### src/rtl/fifo_wr_arbiter_pkg.sv
// Shared definitions for the FIFO write-port arbiter and its helpers.
package fifo_wr_arbiter_pkg;

  typedef enum logic {
    ST_IDLE = 1'b0,
    ST_OWN  = 1'b1
  } state_t;

  localparam int DEF_WIDTH     = 8;
  localparam int DEF_NREQ      = 4;
  localparam int DEF_MAX_BURST = 4;

  // Burst counter width; covers MAX_BURST up to 7.
  localparam int CNT_W = 3;

endpackage

### src/rtl/fifo_wr_arbiter_rr_pick.sv
// Round-robin picker: first valid requester at or after rr_ptr, wrapping mod NREQ.
module fifo_wr_arbiter_rr_pick #(
  parameter int NREQ = 4,
  parameter int ID_W = 2
) (
  input  logic [NREQ-1:0] req_valid,
  input  logic [ID_W-1:0] rr_ptr,
  output logic [ID_W-1:0] pick,
  output logic            any_req
);

  logic [ID_W:0] sum;

  // Scan from the farthest candidate back to rr_ptr so the nearest valid one wins.
  always_comb begin
    sum     = '0;
    pick    = '0;
    any_req = |req_valid;
    for (int k = NREQ - 1; k >= 0; k--) begin
      sum = {1'b0, rr_ptr} + (ID_W+1)'(k);
      if (sum >= (ID_W+1)'(NREQ)) sum = sum - (ID_W+1)'(NREQ);
      if (req_valid[sum[ID_W-1:0]]) pick = sum[ID_W-1:0];
    end
  end

endmodule

### src/rtl/fifo_wr_arbiter.sv
// Shares one FIFO write port among NREQ producers with round-robin burst grants.
module fifo_wr_arbiter
  import fifo_wr_arbiter_pkg::*;
#(
  parameter int WIDTH     = DEF_WIDTH,
  parameter int NREQ      = DEF_NREQ,
  parameter int ID_W      = 2,
  parameter int MAX_BURST = DEF_MAX_BURST
) (
  input  logic                  clk,
  input  logic                  reset_n,
  input  logic [NREQ-1:0]       req_valid,
  input  logic [NREQ*WIDTH-1:0] req_data,
  output logic [NREQ-1:0]       req_ready,
  input  logic                  fifo_full,
  output logic                  fifo_wr,
  output logic [WIDTH-1:0]      fifo_data,
  output logic [ID_W-1:0]       grant_id,
  output logic                  busy
);

  state_t           state, state_nxt;
  logic [ID_W-1:0]  rr_ptr, owner, pick, owner_inc;
  logic [CNT_W-1:0] burst_cnt;
  logic             any_req, own_valid, accept, release_own;
  logic [WIDTH-1:0] own_data;

  fifo_wr_arbiter_rr_pick #(.NREQ(NREQ), .ID_W(ID_W)) u_pick (
    .req_valid (req_valid),
    .rr_ptr    (rr_ptr),
    .pick      (pick),
    .any_req   (any_req)
  );

  // Mux the owner's valid/data; owner always stays below NREQ.
  always_comb begin
    own_valid = 1'b0;
    own_data  = '0;
    for (int i = 0; i < NREQ; i++) begin
      if (owner == ID_W'(i)) begin
        own_valid = req_valid[i];
        own_data  = req_data[i*WIDTH +: WIDTH];
      end
    end
  end

  assign owner_inc = (owner == ID_W'(NREQ - 1)) ? '0 : owner + 1'b1;
  assign grant_id  = owner;
  assign busy      = (state == ST_OWN);

  // Next state and write-port outputs; ready depends only on owner/full, never on valid.
  always_comb begin
    state_nxt   = state;
    req_ready   = '0;
    fifo_wr     = 1'b0;
    fifo_data   = '0;
    accept      = 1'b0;
    release_own = 1'b0;
    case (state)
      ST_IDLE: if (any_req) state_nxt = ST_OWN;
      ST_OWN: begin
        for (int i = 0; i < NREQ; i++)
          req_ready[i] = (owner == ID_W'(i)) && !fifo_full;
        fifo_wr     = own_valid && !fifo_full;
        fifo_data   = own_data;
        accept      = fifo_wr;
        // A full FIFO freezes the grant: no write, no count, no release.
        release_own = (accept && (burst_cnt == CNT_W'(MAX_BURST - 1))) ||
                      (!own_valid && !fifo_full);
        if (release_own) state_nxt = ST_IDLE;
      end
      default: state_nxt = ST_IDLE;
    endcase
  end

  // Grant bookkeeping: owner/count load on grant, count on accept, pointer on release.
  always_ff @(posedge clk or negedge reset_n) begin
    if (!reset_n) begin
      state     <= ST_IDLE;
      rr_ptr    <= '0;
      owner     <= '0;
      burst_cnt <= '0;
    end else begin
      state <= state_nxt;
      if (state == ST_IDLE && any_req) begin
        owner     <= pick;
        burst_cnt <= '0;
      end
      if (accept)      burst_cnt <= burst_cnt + 1'b1;
      if (release_own) rr_ptr    <= owner_inc;
    end
  end

endmodule

### config.mk
export PLATFORM = sky130hd
export DESIGN_NAME = fifo_wr_arbiter
export DESIGN_NICKNAME = d
export VERILOG_FILES = /design/src/rtl/fifo_wr_arbiter_pkg.sv /design/src/rtl/fifo_wr_arbiter_rr_pick.sv /design/src/rtl/fifo_wr_arbiter.sv
export SDC_FILE = /design/constraint.sdc
export NUM_CORES = 1
export LEC_CHECK = 0
export ABC_AREA = 1
export BUFFER_PORTS_ARGS = -buffer_cell sky130_fd_sc_hd__buf_2
export CAP_MARGIN = 0
export CORE_MARGIN = 3
export CORE_UTILIZATION = 45
export CTS_BUF_LIST = sky130_fd_sc_hd__clkbuf_8
export CTS_CLUSTER_SIZE = 25
export DETAILED_ROUTE_END_ITERATION = 8
export HOLD_SLACK_MARGIN = 0.06
export PLACE_DENSITY = 0.84
export SLEW_MARGIN = 25
export SYNTH_ARGS = -nofsm -noshare
export SYNTH_HDL_FRONTEND = slang
export SYNTH_HIERARCHICAL = 1
export SYNTH_SLANG_ARGS = --single-unit
### constraint.sdc
create_clock -name clk -period 2.38 [get_ports clk]
set_clock_uncertainty 0.1 [all_clocks]
set_input_delay 0.357 -clock clk [delete_from_list [all_inputs] [get_ports clk]]
set_output_delay 0.357 -clock clk [all_outputs]
set_load 0.05 [all_outputs]
==> flow_metrics.py <==
metrics = {
    "outcome": {
        "outcome": "finished, final reports clean",
    },
    "sta": {
        "tightest_slew_ps": 391.1,
        "min_period_ps": 2280,
        "final.period_utilization_pct": 95.78,
        "max_slew_margin_pct": 73.65,
        "drv_slew": 0,
        "setup_viol": 0,
        "rsz0062_at_grt": "false",
        "hold_violations": 0,
        "setup_ws_ps": 100.4,
        "clock.fmax_ghz": 0.4387,
    },
    "placed_design": {
        "placed_cell_area_um2": 1381,
        "place_inst": 243,
        "place.gp.congestion": 0.8502,
        "dpl_worst_slack_ps": 127.3,
        "io_buffer_count": 54,
        "dpl.hpwl_um": 2591,
    },
    "cts": {
        "htree_levels": 1,
        "clk_pin_slew_worst_paths_ps": 40,
        "clockBufferDepth": 2,
        "cts.sinks": 8,
        "clk_latency_ps": 230,
        "cts_root_buffer": "clkbuf_8",
        "cts_tree": "built",
        "numCtsBuffers": 3,
    },
    "global_routing": {
        "grt_pass1_wl_um": 4926,
        "overflow": 0,
        "grt_use_total_pct": 23.54,
        "grt_antenna_before_repair": 0,
        "grt_pass1_vias": 1164,
        "grt_max_degree": 19,
    },
    "critical_path": {
        "path_cells": "inv_1 -> ha_4 -> inv_6 -> nor2_1 -> o21ai_0 -> o21ai_1 -> a21oi_4 -> buf_2",
        "critical-path-slowest-cell": "dfrtp_1",
        "required_ps": 1920,
        "crit_path_end_kind": "primary output",
        "worstPathArrival_ps": 1820,
        "path_buf_inv": 3,
        "max_stage_delay_ps": 380,
        "path_max_fanout": 10,
        "critPathTopFamily": "buffers and inverters",
        "crit_path_start_kind": "flop",
        "critical_path_class": "reg -> out",
    },
    "floorplanning": {
        "rows": 16,
        "die_x_um": 53.46,
        "io_pins": 55,
        "die_h_um": 53.46,
        "die-area_um2": 2857,
        "initial_core_util_pct": 49.63,
        "core_um2": 2042,
    },
    "synth": {
        "synth_nets": 210,
        "synthTopCellsByArea": "dfrtp_1, nand2_1, a21oi_1",
        "ys_seq_area_share_pct": 19.75,
        "syn_inst": 165,
        "ys_ff_latch": 8,
        "synth_most_common_cell": "nand2_1",
        "synth_edf_count": 0,
        "async_flop_share_pct": 100.0,
        "yosysTopAreaCellShare_pct": 19.75,
        "syn_area_per_cell_um2": 6.142,
        "yosys-top-cells-count": "nand2_1, a21oi_1, o21ai_0",
        "ys_types": 21,
        "syn_area_um2": 1013,
        "synthFlopType": "dfrtp_1",
        "ys.warnings.count": 6,
        "synth_area_leader_cell": "dfrtp_1",
    },
    "layout": {
        "ff_latch_area_um2": 201.4,
        "drive_above_1_share_pct": 38.64,
        "antenna_cells": 0,
        "fin_util_pct": 72.73,
        "design_area_um2": 1485,
        "instances_no_fill": 247,
        "fillers": 172,
        "multiInputGateArea_um2": 797.0,
        "syn_to_final_growth_pct": 46.54,
        "nets": 267,
    },
    "route": {
        "vias": 1297,
        "finalWirelength_um": 3093,
        "final_antenna_net_count": 0,
        "viasPerCell": 5.251,
        "dr.pass1.iters": 4,
        "drtIter0Drc": 34,
        "drc_errors": 0,
        "post_drt_wl_per_cell_um": 12.52,
    },
    "flow_run": {
        "drv_cap": 0,
    },
    "min_path": {
        "min_path_type": "in -> reg",
    },
}
-- logic make-up (layout without fill, tap and decap cells) --
family | Yosys count | after routing | share of synthesized area [%]
compound gates | 45 | 45 | 22.22
fa+ha+maj | 6 | 6 | 7.407
buf+inv | 27 | 82 | 12.22
flops | 8 | 8 | 19.75
simple gates | 79 | 79 | 38.39
-- per-layer routing --
metal	track usage [%]	wire length, um	up-vias
li1	-	-	651
met2	40.41	1488	58
met4	9.362	35	0
met1	29.15	1305	582
met3	3.099	263	6
met5	0	0	-
-- final timing paths --
check | start | endpoint | slack, ps | depth (start not counted)
worst max register to register | grant_id[0] | rr_ptr[0] | 780 | 7
min in group asynchronous | reset_n | grant_id[1] | 410 | 2
worst min register to register | burst_cnt[2] | burst_cnt[2] | 410 | 2
max in group asynchronous | reset_n | grant_id[0] | 1590 | 2
worst min-delay path | fifo_full | busy | 360 | 3
worst max-delay path | grant_id[1] | fifo_data[4] | 100 | 8
-- timing repair --
action	in CTS	in global routing
gates resized for setup	3	17
gates cloned	0	0
setup buffers	0	0
endpoints found under the setup margin	8	9
endpoints found under the hold margin	8	0
hold buffers	1	0
pin swaps	0	0
-- sequential cells by signal, indices dropped and copies added, names as in the netlist --
signal     flops
busy           1
burst_cnt      3
rr_ptr         2
grant_id       2
-- worst register-to-register path, stage by stage, from the launching register on --
cell,delay [ps]
dfrtp_2,420
ha_1,270
inv_4,130
or2_4,280
nand3_4,100
nand2_1,80
nand2_1,60
nand2_1,50
-- layout make-up --
type	count	share of cell area (%)
Clock buffer	3	2.780
Inverter	22	6.403
Multi-Input combinational cell	130	53.66
Sequential cell	8	13.56
Tap cell	27	2.275
Timing Repair Buffer	57	21.31
-- per-stage QoR --
step | hold slack [ps] | setup TNS (ps)
2_1_floorplan | -38.59 | -81.46
3_3_place_gp | 103.4 | 0
3_5_place_dp | 112.4 | 0
4_1_cts | 360.2 | 0
5_1_grt | 384.8 | 0
6_report | 364.5 | 0
-- cell usage in the layout (no fill, tap or decap) --
master	instances
o21ai_0	18
nor2_1	17
ha_4	2
dfrtp_2	1
nand3_1	13
clkbuf_8	3
inv_4	3
clkbuf_4	4
nand2_1	39
dlygate4sd3_1	1
or2_4	1
dfrtp_1	7
inv_6	1
o21ai_1	7
nand4_1	1
buf_2	47
buf_4	4
nand2_4	2
nand2_2	2
ha_1	4
inv_1	16
nand3_4	3
a21oi_4	7
a21oi_2	1
nor2_4	1
a21oi_1	12
inv_2	2
buf_6	1
Power is left out: the tool's default activity adds up to more than one toggle a clock period on the data nets, which glitch-free logic cannot reach.
